===== config.mk =====
export PLATFORM = sky130hd
export DESIGN_NAME = gate_table_sweeper_flat
export DESIGN_NICKNAME = d
export VERILOG_FILES = /design/src/rtl/gate_table_sweeper_if.sv /design/src/rtl/gate_table_sweeper.sv /design/src/flat_wrapper.sv
export SDC_FILE = /design/constraint.sdc
export NUM_CORES = 1
export LEC_CHECK = 0
export CELL_PAD_IN_SITES_DETAIL_PLACEMENT = 2
export CELL_PAD_IN_SITES_GLOBAL_PLACEMENT = 2
export CORE_MARGIN = 3
export CORE_UTILIZATION = 25
export DETAILED_ROUTE_END_ITERATION = 8
export GPL_ROUTABILITY_DRIVEN = 0
export PLACE_DENSITY = 0.73
export RECOVER_POWER = 100
export SLEW_MARGIN = 40
export SYNTH_ARGS = -nofsm -noshare
export SYNTH_HDL_FRONTEND = slang
export SYNTH_SLANG_ARGS = --single-unit

===== constraint.sdc =====
create_clock -name clk -period 2 [get_ports clk]
set_clock_uncertainty 0.05 [all_clocks]
set_input_delay 0.4 -clock clk [delete_from_list [all_inputs] [get_ports clk]]
set_output_delay 0.4 -clock clk [all_outputs]
set_load 0.02 [all_outputs]

===== src/rtl/gate_table_sweeper_if.sv =====
// Record stream from the truth-table sweeper to its log/display sink.
interface gate_table_sweeper_if #(
  parameter int N_IN = 2
) ();
  logic              rec_valid;
  logic              rec_ready;
  logic [2*N_IN-1:0] rec_idx;
  logic [2*N_IN-1:0] rec_in;
  logic [1:0]        rec_out;

  modport master (output rec_valid, rec_idx, rec_in, rec_out, input rec_ready);
  modport slave  (input rec_valid, rec_idx, rec_in, rec_out, output rec_ready);
endinterface


===== src/rtl/gate_table_sweeper.sv =====
// gate_table_sweeper: walks every input row of a primitive gate (BUF/NAND/XNOR/NOR)
// over {0,1} or {0,1,x,z} and emits one record per row on a valid/ready stream.
// Symbol encoding: 00=0, 01=1, 10=x, 11=z.

// Per-input symbol classifier; z is folded into x for gate evaluation.
module gts_lane (
  input  logic [1:0] sym,
  output logic       is0,
  output logic       is1,
  output logic       isx
);
  // classify one input symbol
  always_comb begin
    is0 = (sym == 2'b00);
    is1 = (sym == 2'b01);
    isx = sym[1];
  end
endmodule

module gate_table_sweeper #(
  parameter int N_IN       = 2,
  parameter bit FOUR_STATE = 1'b1
) (
  input  logic                 clk,
  input  logic                 rst_n,
  input  logic                 start,
  input  logic [1:0]           op,
  output logic                 busy,
  output logic                 done,
  gate_table_sweeper_if.master rec
);
  localparam int IW   = 2 * N_IN;
  localparam int SYMS = FOUR_STATE ? 4 : 2;
  localparam logic [IW-1:0] LAST_ALL = IW'(SYMS ** N_IN - 1);
  localparam logic [IW-1:0] LAST_BUF = IW'(SYMS - 1);

  typedef enum logic [1:0] {S_IDLE, S_EMIT, S_DONE} state_e;
  typedef enum logic [1:0] {OP_BUF = 2'b00, OP_NAND = 2'b01, OP_XNOR = 2'b10, OP_NOR = 2'b11} op_e;

  state_e   state;
  op_e      op_q;
  logic [IW-1:0] idx;
  logic     vld_q;
  logic     busy_q;
  logic     done_q;
  logic [IW-1:0] last;

  // lane k carries gate input N_IN-1-k, so the packed lane array is rec_in directly
  logic [N_IN-1:0][1:0] dig;
  logic [N_IN-1:0][1:0] sym;
  logic [1:0]           buf_dig;
  logic [N_IN-1:0]      is0, is1, isx;
  logic [1:0]           out_c;

  // row index -> per-input digit (base 4 uses bit pairs, base 2 uses single bits)
  for (genvar k = 0; k < N_IN; k++) begin : g_dig
    if (FOUR_STATE) begin : g4
      assign dig[k] = idx[2*k +: 2];
    end else begin : g2
      assign dig[k] = {1'b0, idx[k]};
    end
  end

  if (FOUR_STATE) begin : g_buf4
    assign buf_dig = idx[1:0];
  end else begin : g_buf2
    // the upper half of the index never leaves zero in two-state mode
    logic unused_hi;
    assign buf_dig   = {1'b0, idx[0]};
    assign unused_hi = ^idx[IW-1:N_IN];
  end

  // BUF sweeps only input 0 (top lane); the other inputs sit at symbol 0
  always_comb begin
    sym = dig;
    if (op_q == OP_BUF) begin
      sym         = '0;
      sym[N_IN-1] = buf_dig;
    end
  end

  gts_lane u_lane [N_IN-1:0] (
    .sym (sym),
    .is0 (is0),
    .is1 (is1),
    .isx (isx)
  );

  // gate evaluation with primitive semantics; output defaults to x and is never z
  always_comb begin
    out_c = 2'b10;
    unique case (op_q)
      OP_BUF:  out_c = isx[N_IN-1] ? 2'b10 : {1'b0, is1[N_IN-1]};
      OP_NAND: begin
        if (|is0)      out_c = 2'b01;
        else if (&is1) out_c = 2'b00;
      end
      OP_XNOR: begin
        if (!(|isx))   out_c = {1'b0, ~^is1};
      end
      OP_NOR: begin
        if (|is1)      out_c = 2'b00;
        else if (&is0) out_c = 2'b01;
      end
    endcase
  end

  assign last = (op_q == OP_BUF) ? LAST_BUF : LAST_ALL;

  // sweep control: latch op on start, advance on each handshake, one DONE cycle at the end
  always_ff @(posedge clk) begin
    if (!rst_n) begin
      state  <= S_IDLE;
      op_q   <= OP_BUF;
      idx    <= '0;
      vld_q  <= 1'b0;
      busy_q <= 1'b0;
      done_q <= 1'b0;
    end else begin
      case (state)
        S_IDLE: begin
          if (start) begin
            state  <= S_EMIT;
            op_q   <= op_e'(op);
            idx    <= '0;
            vld_q  <= 1'b1;
            busy_q <= 1'b1;
          end
        end
        S_EMIT: begin
          if (rec.rec_ready) begin
            if (idx == last) begin
              state  <= S_DONE;
              vld_q  <= 1'b0;
              done_q <= 1'b1;
            end else begin
              idx <= idx + IW'(1);
            end
          end
        end
        S_DONE: begin
          state  <= S_IDLE;
          done_q <= 1'b0;
          busy_q <= 1'b0;
        end
        default: begin
          state  <= S_IDLE;
          vld_q  <= 1'b0;
          busy_q <= 1'b0;
          done_q <= 1'b0;
        end
      endcase
    end
  end

  assign rec.rec_valid = vld_q;
  assign rec.rec_idx   = idx;
  assign rec.rec_in    = sym;
  assign rec.rec_out   = out_c;
  assign busy          = busy_q;
  assign done          = done_q;
endmodule


===== src/flat_wrapper.sv =====
// flat-port wrapper written by rule: the top's interface ports become plain ports
module gate_table_sweeper_flat 
#(
  parameter int N_IN       = 2,
  parameter bit FOUR_STATE = 1'b1
)
  (clk, rst_n, start, op, busy, done, rec_rec_valid, rec_rec_idx, rec_rec_in, rec_rec_out, rec_rec_ready);
  gate_table_sweeper_if #(.N_IN(N_IN)) rec_i ();
  input  logic clk;
  input  logic rst_n;
  input  logic start;
  input  logic [1:0] op;
  output logic busy;
  output logic done;
  output wire logic [$bits(rec_i.rec_valid)-1:0] rec_rec_valid;
  output wire logic [$bits(rec_i.rec_idx)-1:0] rec_rec_idx;
  output wire logic [$bits(rec_i.rec_in)-1:0] rec_rec_in;
  output wire logic [$bits(rec_i.rec_out)-1:0] rec_rec_out;
  input wire logic [$bits(rec_i.rec_ready)-1:0] rec_rec_ready;
  assign rec_rec_valid = rec_i.rec_valid;
  assign rec_rec_idx = rec_i.rec_idx;
  assign rec_rec_in = rec_i.rec_in;
  assign rec_rec_out = rec_i.rec_out;
  assign rec_i.rec_ready = rec_rec_ready;
  gate_table_sweeper #(.N_IN(N_IN), .FOUR_STATE(FOUR_STATE)) u_core (.clk(clk), .rst_n(rst_n), .start(start), .op(op), .busy(busy), .done(done), .rec(rec_i));
endmodule

==> results.py <==
metrics = {
    "worst_setup_path": {
        "end_kind": "primary output",
        "cp.arrival_ns": 1.72,
        "crit_start": "u_core.rec.rec_idx[0]$_SDFFE_PN0P_",
        "crit_chain": "nor2b_4 -> nand2_1 -> o21a_1 -> inv_1 -> ha_2 -> o32ai_2 -> nand2_1 -> o21ai_2 -> buf_6",
        "cp_slowest_cell": "dfxtp_4",
        "cp_num_buf_inv": 2,
        "cp_common_cell": "nand2_1",
        "critPathLaunchType": "flip-flop",
        "crit_fanout": 2,
        "ff2ff_path_depth": 5,
        "rrSetupSlack_ns": -0.07,
        "worst-setup-path-type": "flip-flop to primary output",
        "required_ns": 1.55,
        "reg2reg_to": "u_core.rec.rec_idx[3]$_SDFFE_PN0P_",
        "slowest_delay_ns": 0.34,
        "r2r_start": "u_core.op_q[0]$_SDFFE_PN0P_",
        "cp_top_family": "compound AO/OA/AOI/OAI gates",
    },
    "timing": {
        "setup_viol": 5,
        "hold_viol_final": 0,
        "layout_min_cycle_time_ns": 2.17,
        "tightest_slew_ns": 0.678,
        "slew_violations": 0,
        "slew_headroom_pct": 54.4,
        "rsz0062_at_grt": "yes",
        "fmax_mhz": 460,
        "fin_crit_sh_pct": 109,
        "finalWorstSetupSlack_ns": -0.173,
    },
    "global_routing": {
        "grt_max_degree": 13,
        "antenna_found_initial": 0,
        "grt_pass1_wl_um": 4420,
        "gr-total-overflow": 0,
        "grt_pass1_vias": 933,
        "track_usage_pct": 13.9,
    },
    "yosys": {
        "synth_edf_count": 0,
        "synth_flop_cell": "dfxtp_1",
        "synth_top_area_share_pct": 27.6,
        "ys_types": 39,
        "synthArstFlopShare_pct": 0,
        "ys_warn_count": 0,
        "synthesis.nets": 106,
        "yosysMostFrequentCell": "dfxtp_1",
        "synth_seq_cells": 11,
        "ys_top_cells_by_area": "dfxtp_1 (28%), ha_1 (4.7%), nor3_1 (4.4%), nor2b_1 (3.9%), nand2_1 (3.8%)",
        "seq_area_frac_synth_pct": 27.6,
        "yosysTopAreaCell": "dfxtp_1",
        "syn_avg_cell_area_um2": 8.23,
        "synth_cells": 97,
        "synthTopCellsByCount": "dfxtp_1 (11), nand2_1 (8), nor3_1 (7), inv_1 (6)",
        "syn_area_um2": 798,
    },
    "worst_hold_path": {
        "min_path_type": "flip-flop to flip-flop",
        "hold-path-endpoint": "u_core.done$_SDFFE_PN0P_",
        "hp-start": "u_core.done$_SDFFE_PN0P_",
        "holdPathStages": 1,
    },
    "floorplan": {
        "initial_core_util_pct": 27.5,
        "num_rows": 19,
        "die_area_um2": 3910,
        "die_y_um": 62.5,
        "io_pins": 19,
        "die_w_um": 62.5,
        "coreArea_um2": 2900,
    },
    "route": {
        "drt_iter0_markers": 12,
        "routed_wl_um": 2550,
        "viasPerCell": 4.99,
        "wl_per_cell_um": 15.5,
        "firstDrtPassIters": 3,
        "drc": 0,
        "vias": 824,
        "drtAntennaViolNets": 0,
    },
    "clock_network": {
        "cts_hold_buf": 0,
        "cts_num_sinks": 11,
        "clock_latency_ns": 0.28,
        "cts_inserted_buffers": 3,
        "cts_buffer_depth": 2,
        "cts_tree": "done",
        "htreeDepth": 1,
        "clk_pin_slew_worst_paths_ns": 0.08,
        "root_buffer": "clkbuf_4",
    },
    "final_layout": {
        "area.growth.synth_to_final_pct": 39.8,
        "final_area_um2": 1120,
        "nets": 133,
        "final_cells": 165,
        "layout-drive-gt1-share_pct": 30.9,
        "num_antenna_cells": 0,
    },
    "placed_design": {
        "dp_hpwl_um": 2020,
        "placedCellCount": 161,
        "numPortBuffers": 18,
        "post_dp_cell_area_um2": 1100,
    },
    "status": {
        "status": "complete, but fails checks",
        "violations": "setup timing",
    },
    "flow_run": {
        "cap_violations": 0,
    },
    "pwr": {
        "p_per_area_nw_per_um2": 484,
        "p_leak_nw": 0.484,
        "vdd_ir_drop_max_mv": 0.350,
    },
}
==> layout by cell type (no fill, tap or decap), types with 3 or more instances in the layout <==
cell type | netlist | routed
nor2b_1 | 5 | 4
dlygate4sd3_1 | 0 | 4
dfxtp_2 | 0 | 3
nor2_1 | 5 | 4
buf_4 | 2 | 11
clkdlybuf4s50_1 | 0 | 8
nor3_1 | 7 | 6
a21oi_1 | 5 | 5
nand2_1 | 8 | 8
clkbuf_1 | 3 | 4
inv_1 | 6 | 6
dfxtp_1 | 11 | 7
clkbuf_4 | 0 | 3
==> where the power goes <==
group          internal [mW]  switching [mW]  leakage, nW
clock network         0.0774          0.0847       0.0150
registers              0.228         0.00996       0.0920
logic                 0.0687          0.0715        0.377
==> metrics by stage <==
step,hold WS (ns),power [mW],utilization (%),setup slack [ns],TNS (ns)
CTS,0.445,0.554,39.5,-0.196,-0.391
global placement,0.403,0.380,37.9,-0.398,-0.731
finish,0.434,0.540,38.5,-0.173,-0.467
floorplan,0.495,0.328,-,0.0132,0
detailed placement,0.421,0.387,37.9,-0.442,-0.875
global route,0.481,0.577,38.5,-0.273,-1.03
==> what timing repair did <==
action / 4_1_cts / 5_1_grt
gates resized for setup: 22 / 6
cloned: 0 / 0
buffers inserted: 0 / 0
pin swaps: 6 / 0
setup endpoints to repair: 6 / 4
==> area by class of cell <==
type | count | area, µm²
Sequential cell | 11 | 228
Tap cell | 42 | 52.6
Fill cell | 348 | 1780
Clock buffer | 4 | 26.3
Timing Repair Buffer | 32 | 264
Multi-Input combinational cell | 70 | 523
Inverter | 6 | 22.5
==> worst max-delay path by stage <==
stage	to	slack (ns)	cells past startpoint
after floorplan	rec_rec_out[0]	0.01	8
after global placement	rec_rec_out[1]	-0.40	9
after detailed placement	rec_rec_out[1]	-0.44	9
after CTS	rec_rec_out[0]	-0.20	8
after global routing	rec_rec_out[0]	-0.27	8
final	rec_rec_out[1]	-0.17	9
==> metal layers <==
metal / GRT usage [%] / routed length, µm / vias up
met5: 0 / 0 / -
met4: 5.79 / 33 / 0
met3: 1.98 / 66 / 4
met2: 25.6 / 1380 / 12
met1: 15.9 / 1070 / 412
li1: - / - / 396
==> cell families after synthesis <==
logic type | after synthesis | synth area share (%)
and+or+nand+nor | 37 | 27.0
adders and majority gates | 3 | 4.70
muxes | 4 | 5.33
buffers and inverters | 16 | 10.8
AOI/OAI and AO/OA | 26 | 24.6
DFF | 11 | 27.6
==> sequential cells by signal, summed over array words and instances (netlist names) <==
| register | count |
|---|---|
| u_core.state | 2 |
| u_core.done | 1 |
| u_core.op_q | 2 |
| u_core.busy | 1 |
| u_core.rec.rec_idx | 4 |
| u_core.rec.rec_valid | 1 |
No activity file was read; power rests on OpenSTA's default activity.
==> patch, RTL diff (same flow settings) <==
`N_IN` is set to 2 in 3 places; all go to 1.
--- a/src/rtl/gate_table_sweeper_if.sv
+++ b/src/rtl/gate_table_sweeper_if.sv
@@ -1,6 +1,6 @@
 // Record stream from the truth-table sweeper to its log/display sink.
 interface gate_table_sweeper_if #(
-  parameter int N_IN = 2
+  parameter int N_IN = 1
 ) ();
   logic              rec_valid;
   logic              rec_ready;
--- a/src/rtl/gate_table_sweeper.sv
+++ b/src/rtl/gate_table_sweeper.sv
@@ -18,7 +18,7 @@
 endmodule
 
 module gate_table_sweeper #(
-  parameter int N_IN       = 2,
+  parameter int N_IN       = 1,
   parameter bit FOUR_STATE = 1'b1
 ) (
   input  logic                 clk,
--- a/src/flat_wrapper.sv
+++ b/src/flat_wrapper.sv
@@ -1,7 +1,7 @@
 // flat-port wrapper written by rule: the top's interface ports become plain ports
 module gate_table_sweeper_flat 
 #(
-  parameter int N_IN       = 2,
+  parameter int N_IN       = 1,
   parameter bit FOUR_STATE = 1'b1
 )
   (clk, rst_n, start, op, busy, done, rec_rec_valid, rec_rec_idx, rec_rec_in, rec_rec_out, rec_rec_ready);
Interface: changed (resized rec_rec_idx and rec_rec_in); port bits go from 19 to 15. The function was not compared with the original's and may differ.
==> patch against the unedited design <==
Cell area decreased by 41%. Core utilization decreased by 1.9 points. Worst setup slack improved by 290 ps. Critical path depth decreased by 3. Hold slack got worse by 36 ps. Wire length decreased by 53%. Count of clock-buffer cells in the layout unchanged. Sequential cell count decreased by 2. Synthesized area decreased by 37%. First-iteration DRC count decreased by 100%. Power decreased by 24%. Critical endpoint is now rec_rec_out[0].
==> patch: results (changes against the unedited design) <==
Parameter                              Value

Run status
  Result of the run ... finished clean (was finished with violations)

Power and ir drop
  Sequential share of power ... 0.480 (was 0.440)
  P per Cell Area ... 622.3 nW/um2 (was 483.8 nW/um2)
  Comb power ... 0.0694 mW (was 0.140 mW)
  Static power due to leakage ... 0.2826 nW (was 0.4843 nW)
  Internal Pwr Total ... 0.2981 mW (was 0.3738 mW)
  Peak supply drop ... 292.7 uV (was 350.1 uV)

GRT
  Global-route wire length before repair ... 2083 um (was 4422 um)
  Pin count of the biggest net entering global routing ... 9 (was 13)
  Number of global-route vias before repair ... 488 (was 933)
  Total global-route track usage ... 0.1133 (was 0.1392)

Route
  Total number of vias ... 454 (was 824)
  Post-DR wirelength/cell ... 12.17 um (was 15.45 um)
  Routed WL ... 1205 um (was 2550 um)
  Metal1 wirelength ... 526 um (was 1074 um)
  Iteration-0 DRC count of the detailed router ... 0 (was 12)
  Pre-Repair DR Iteration Count ... 1 (was 3)
  Amount of wire on met3 after detailed routing ... 61 um (was 66 um)

Cells and area
  Number of nets at the end of the flow ... 85 (was 133)
  Fraction of layout cells with a size suffix above 1 ... 0.1216 (was 0.3089)

CTS
  # Post-CTS Setup Buffers ... 0 (unchanged)
  Clock edge transition at the registers on the reported setup and hold paths ... 60 ps (was 80 ps)

Timing
  Worst slew pin tran ... 550.1 ps (was 677.5 ps)

Floorplanning
  CORE AREA ... 1802 um2 (was 2900 um2)

Worst hold path
  Class of the worst hold path ... flop to flop (unchanged)

Setup path
  Crit path arrival time ... 1440 ps (was 1720 ps)
  Kind of cell with the highest combined delay on the critical path ... flip-flops (was compound AO/OA/AOI/OAI gates)
  Master of the slowest instance on the critical path ... sky130_fd_sc_hd__dfxtp_1 (was sky130_fd_sc_hd__dfxtp_4)

Synthesis
  Biggest area contributors in the synthesized netlist ... sky130_fd_sc_hd__dfxtp_1 36%, sky130_fd_sc_hd__ha_1 10%, sky130_fd_sc_hd__mux2i_1 6.0% (was sky130_fd_sc_hd__dfxtp_1 28%, sky130_fd_sc_hd__ha_1 4.7%, sky130_fd_sc_hd__nor3_1 4.4%)
  Average cell area after synthesis ... 8.758 um2 (was 8.230 um2)
  Syn Nets ... 67 (was 106)
  Part of the Yosys area used for sequential elements ... 0.3609 (was 0.2759)
  Number of distinct library cells after synthesis ... 23 (was 39)
  Synth cell count leaders ... 9 x sky130_fd_sc_hd__dfxtp_1, 7 x sky130_fd_sc_hd__nor2_1, 6 x sky130_fd_sc_hd__inv_1, 5 x sky130_fd_sc_hd__nand2_1 (was 11 x sky130_fd_sc_hd__dfxtp_1, 8 x sky130_fd_sc_hd__nand2_1, 7 x sky130_fd_sc_hd__nor3_1, 6 x sky130_fd_sc_hd__inv_1)

Placement
  Count of buffers from port buffering ... 14 (was 18)
  Dpl cells ... 95 (was 161)
==> patch: what timing repair did <==
item	4_1_cts	5_1_grt
setup endpoints to repair	2	2
cloned	0	0
gates resized for setup	6	3
==> patch: worst register-to-register path: stages (launching register included) <==
cell                       delay (ps)
sky130_fd_sc_hd__dfxtp_2          340
sky130_fd_sc_hd__buf_4            140
sky130_fd_sc_hd__ha_1             220
sky130_fd_sc_hd__nand3b_1         220
sky130_fd_sc_hd__or3_1            330
sky130_fd_sc_hd__a31oi_1          190
==> patch: metal layers <==
layer  vias to the layer above  GRT usage
li1                        223          -
met1                       216     0.1281
met2                        13     0.1761
met3                         2    0.04748
met4                         0    0.06726
met5                         -          0
==> patch: cells by family after synthesis <==
logic type	synth area share
compound gates	0.1379
fa+ha+maj	0.1003
buf+inv	0.1128
flops	0.3609
mux	0.06015
simple gates	0.2281
==> patch: through the flow <==
| step | hold slack, ps | setup slack, ps |
|---|---|---|
| after floorplan | 434.6 | 292.2 |
| after global placement | 390.9 | 39.83 |
| after detailed placement | 397.4 | -12.36 |
| after CTS | 409.2 | -13.18 |
| after global routing | 435.4 | -37.91 |
| final | 398.6 | 111.9 |
==> patch: worst paths after layout <==
kind / depth (start not counted) / to / startpoint / slack, ps
min reg2reg: 2 / u_core.done / u_core.done / 400
max reg2reg: 5 / u_core.rec.rec_idx[0] / u_core.rec.rec_idx[0] / 430
min: 2 / u_core.done / u_core.done / 400
max: 6 / rec_rec_out[0] / u_core.rec.rec_idx[1] / 110
==> patch: cell type report <==
type | count | area (um2) | share of cell area
clock buffer | 4 | 26.28 | 0.03985
inverter | 6 | 22.52 | 0.03416
timing repair buffer | 17 | 152.6 | 0.2315
multi-input combinational | 38 | 245.2 | 0.3719
sequential | 9 | 181.4 | 0.2751
tap | 25 | 31.28 | 0.04744
